--- src/rtl/dct_mac_sequencer.sv ---
`default_nettype none
// ============================================================================
// Module : dct_mac_sequencer
// Brief  : Sequences x/C pairs through an external Booth multiplier and sums
//          NTAP products per DCT output. DCT_MAC_SAT_EN clamps out_y to int16.
// Rev    : 1.0  initial release
// ============================================================================
module dct_mac_sequencer #(
   parameter int DW   = 8,
   parameter int NTAP = 8
) (
   input  logic              clk,
   input  logic              rst,
   input  logic              in_valid,
   output logic              in_ready,
   input  logic [DW-1:0]     in_x,
   input  logic [DW-1:0]     in_c,
   output logic              mul_clr,
   output logic              mul_start,
   output logic [DW-1:0]     mul_m,
   output logic [DW-1:0]     mul_q,
   input  logic              mul_done,
   input  logic [2*DW-1:0]   mul_prod,
   output logic              out_valid,
   input  logic              out_ready,
   output logic [2*DW+2:0]   out_y
);

   localparam int AW = 2*DW+3;
   localparam int CW = (NTAP > 1) ? $clog2(NTAP) : 1;
   localparam logic [CW-1:0] LAST_TAP = CW'(NTAP-1);

   typedef enum logic [2:0] {
      IDLE  = 3'd0,
      CLR   = 3'd1,
      START = 3'd2,
      WAIT  = 3'd3,
      ACC   = 3'd4,
      OUT   = 3'd5
   } state_t;

   state_t                state_q, state_d;
   logic [DW-1:0]         x_q, x_d;
   logic [DW-1:0]         c_q, c_d;
   logic signed [AW-1:0]  acc_q, acc_d;
   logic [CW-1:0]         cnt_q, cnt_d;
   logic signed [AW-1:0]  prod_ext;

   assign prod_ext = {{3{mul_prod[2*DW-1]}}, mul_prod};

   always_ff @(posedge clk or posedge rst) begin
      if (rst) begin
         state_q <= IDLE;
         x_q     <= '0;
         c_q     <= '0;
         acc_q   <= '0;
         cnt_q   <= '0;
      end else begin
         state_q <= state_d;
         x_q     <= x_d;
         c_q     <= c_d;
         acc_q   <= acc_d;
         cnt_q   <= cnt_d;
      end
   end

   always_comb begin
      state_d   = state_q;
      x_d       = x_q;
      c_d       = c_q;
      acc_d     = acc_q;
      cnt_d     = cnt_q;
      in_ready  = 1'b0;
      mul_clr   = 1'b0;
      mul_start = 1'b0;
      out_valid = 1'b0;
      case (state_q)
         IDLE: begin
            in_ready = 1'b1;
            if (in_valid) begin
               x_d     = in_x;
               c_d     = in_c;
               state_d = CLR;
            end
         end
         CLR: begin
            mul_clr = 1'b1;
            state_d = START;
         end
         START: begin
            mul_start = 1'b1;
            state_d   = WAIT;
         end
         WAIT: begin
            if (mul_done) state_d = ACC;
         end
         ACC: begin
            // First tap overwrites so leftovers can never leak into a new output
            acc_d   = (cnt_q == '0) ? prod_ext : acc_q + prod_ext;
            cnt_d   = cnt_q + CW'(1);
            state_d = (cnt_q == LAST_TAP) ? OUT : IDLE;
         end
         OUT: begin
            out_valid = 1'b1;
            if (out_ready) begin
               acc_d   = '0;
               cnt_d   = '0;
               state_d = IDLE;
            end
         end
         default: state_d = IDLE;
      endcase
   end

   assign mul_m = c_q;
   assign mul_q = x_q;

`ifdef DCT_MAC_SAT_EN
   localparam logic signed [AW-1:0] SAT_HI = AW'(32767);
   localparam logic signed [AW-1:0] SAT_LO = AW'(-32768);

   always_comb begin
      if (acc_q > SAT_HI)      out_y = SAT_HI;
      else if (acc_q < SAT_LO) out_y = SAT_LO;
      else                     out_y = acc_q;
   end
`else
   assign out_y = acc_q;
`endif

endmodule
`default_nettype wire

--- config.mk ---
export PLATFORM = sky130hd
export DESIGN_NAME = dct_mac_sequencer
export DESIGN_NICKNAME = d
export VERILOG_FILES = /design/src/rtl/dct_mac_sequencer.sv
export SDC_FILE = /design/constraint.sdc
export NUM_CORES = 1
export LEC_CHECK = 0
export BUFFER_PORTS_ARGS = -buffer_cell sky130_fd_sc_hd__buf_2
export CAP_MARGIN = 20
export CORE_UTILIZATION = 32
export CTS_BUF_LIST = sky130_fd_sc_hd__clkbuf_4 sky130_fd_sc_hd__clkbuf_8 sky130_fd_sc_hd__clkbuf_16
export CTS_CLUSTER_DIAMETER = 40
export DETAILED_ROUTE_END_ITERATION = 8
export SLEW_MARGIN = 20
export SYNTH_ARGS = -nofsm -noshare
export SYNTH_HDL_FRONTEND = slang
export SYNTH_SLANG_ARGS = --single-unit
--- constraint.sdc ---
create_clock -name clk -period 5 [get_ports clk]
set_clock_uncertainty 0.1 [all_clocks]
set_input_delay 0.75 -clock clk [delete_from_list [all_inputs] [get_ports clk]]
set_output_delay 0.75 -clock clk [all_outputs]
set_load 0.005 [all_outputs]
==> metrics.cfg <==
[finish]
diodes = 0
final_cell_area_sq_um = 3313
nNetsFinal = 410
seq_area_sq_um = 1026
syn_to_final_growth_pct = 23.39
multi_input_area_sq_um = 1583
final_cell_mix = buf_2, dfrtp_1, nand2_1
drive_gt1_share_pct = 31.82
fillCellCount = 846
final_common_cell = buf_2

[detailed_routing]
via_per_inst = 4.985
final_antenna_net_count = 0
drt_first_pass_iters = 4
drc = 0
wl_per_cell_microns = 13.98
drt_first_iter_violations = 133
num_vias = 2278
finalWirelength_mm = 6.390

[placed_design]
hpwl_mm = 4.706
dpl_cell_area_sq_um = 3176
portBuffers = 75
place.gp.congestion = 0.8242

[logic_synthesis]
synth_ff_type = dfrtp_1
avgSynthCellArea_sq_um = 9.693
synthArstFlopShare_pct = 100.0
ys_ff_latch = 41
netlist_instances = 277
synth_edf_count = 0
synth_cell_type_count = 52
ys_seq_area_share_pct = 38.21
synthesis.area_sq_um = 2685
synth_fp_nets = 336
yosys_warnings = 0

[power]
peakVddDrop_mv = 0.1692
p_seq_share_pct = 29.3
internal_power_uw = 1256
p_sw_uw = 872.3
switching_share_pct = 40.98
p_leak_uw = 0.001617
total_power_uw = 2129
clock_power_share_pct = 15.6
p_per_area_nw_per_um2 = 642.5
p_comb_share_pct = 55.2

[worst_setup_path]
worstSetupStartpointType = input pin
path_buf_inv = 2
worst-path-max-fanout = 4
critPathMaxStageDelay_ns = 0.43
crit_chain = buf_2 -> ha_1 -> inv_1 -> fa_1 -> and2b_1 -> o2111ai_1 -> a32oi_2 -> a211oi_2 -> or3_4 -> nand3_2 -> nor4bb_1 -> nand2_1
required_ns = 5.09
cpMaxStageDelayCell = or3_4
arrival_ns = 3.19
crit_family = simple AND/OR/NAND/NOR gates
crit_type = input pin to register
critPathCaptureType = register

[sta]
setup_viol = 0
finalSetupTns_ns = 0
min_period_over_period_pct = 62.09
rsz0062_at_grt = false
slew_headroom_pct = 52.08
period_minus_slack_ns = 3.105
timing.fmax_ghz = 0.3221
maxSlewViolCount = 0
worst_pin_slew_ns = 0.7172
hold_violations = 0

[floorplan]
rows = 33
start_util_pct = 32.84
core_sq_um = 8175
ioPinCount = 76
die-area_sq_um = 8761
dieHeight_microns = 93.60
die_x_microns = 93.60

[clock_tree]
cts_tree = yes
cts_hold_buffers = 0
root_buffer = clkbuf_8
cts_resized = 0
cts_buffers = 5
post_cts_buffers = 0
htreeDepth = 2
cts.path.max_buffers = 2
clkSlewWorstSetupHoldPaths_ns = 0.09
worstSkewPairLatency_ns = 0.30
cts.sinks = 41

[grt]
grt_pass1_wl_mm = 10.81
antenna_found_initial = 0
grt_pass1_vias = 2258
grt_max_degree = 42
grt_usage_pct = 15.68
grt_overflow_total = 0

[job]
cap_violations = 0

[min_path]
min_path_type = register to register

[outcome]
status = finished clean

==> worst paths after layout <==
path                                       from  slack, ns  cells after the start               endpoint
setup / recovery                    mul_prod[0]       1.90                     12  out_y[18]$_DFFE_PP0P_
max in group asynchronous                   rst       3.95                      3   cnt_q[0]$_DFFE_PP0P_
setup reg to reg           out_y[0]$_DFFE_PP0P_       2.03                     11  out_y[18]$_DFFE_PP0P_
hold / removal             mul_q[1]$_DFFE_PP0P_       0.41                      1   mul_q[1]$_DFFE_PP0P_
min in group asynchronous                   rst       0.48                      3  out_y[18]$_DFFE_PP0P_
hold reg to reg            mul_q[1]$_DFFE_PP0P_       0.41                      1   mul_q[1]$_DFFE_PP0P_
==> state kept, by name, summed over array words and instances (netlist names) <==
register  cells
state_q       3
cnt_q         3
mul_m         8
mul_q         8
out_y        19
==> power groups by stage <==
stage          registers [uW]  logic, uW  clock network, uW
2_1_floorplan             606        865                  0
4_1_cts                   623       1190                346
3_5_place_dp              630       1180                  0
6_report                  623       1170                332
3_3_place_gp              619       1160                  0
5_1_grt                   651       1340                358
==> final cells by class <==
type / instances / share of cell area (%)
Sequential cell: 41 / 30.97
Clock buffer: 5 / 2.077
Multi-Input combinational cell: 214 / 47.77
Inverter: 12 / 1.360
Timing Repair Buffer: 77 / 11.78
Clock inverter: 3 / 2.077
Tap cell: 105 / 3.965
==> synth_stat cells, drive strengths merged, types with 6 or more instances <==
library cell | count | area share (%)
nor3 | 6 | 1.3
mux2 | 16 | 6.7
dfrtp | 41 | 38
a21oi | 22 | 4.1
inv | 12 | 1.7
xnor2 | 9 | 2.9
nand3 | 6 | 1.3
o21ai | 21 | 3.9
nor2 | 16 | 2.2
nand2 | 32 | 4.5
ha | 21 | 9.8
clkbuf | 8 | 1.1
==> cells by family (layout without fill, tap and decap cells) <==
family,count (synthesis),after routing,synth area share (%)
AO/OA/AOI/OAI,76,76,20.18
XOR/XNOR,14,14,4.567
adder cells (fa/ha/maj),22,22,10.53
buffers and inverters,22,97,3.122
flip-flops,41,41,38.21
multiplexers,18,18,7.456
AND/OR/NAND/NOR,84,84,15.94
==> layer usage <==
layer / vias up / global-route usage (%) / part of all wire (%)
li1: 1144 / - / -
met1: 1070 / 19.94 / 45
met2: 57 / 27.08 / 49
met3: 7 / 2.520 / 3.8
met4: 0 / 4.872 / 1.6
met5: - / 0 / 0
==> per-stage QoR <==
stage | std cells | utilization (%) | hold slack, ns | worst slack (ns)
after floorplan | 277 | - | 0.3891 | 1.914
after global placement | 449 | 38.78 | 0.3829 | 1.662
after detailed placement | 449 | 38.84 | 0.3917 | 1.572
after CTS | 457 | 40.53 | 0.4127 | 1.904
after global routing | 457 | 40.53 | 0.4285 | 1.761
final | 457 | 40.53 | 0.4064 | 1.895
Power figures use the tool's default switching activity.
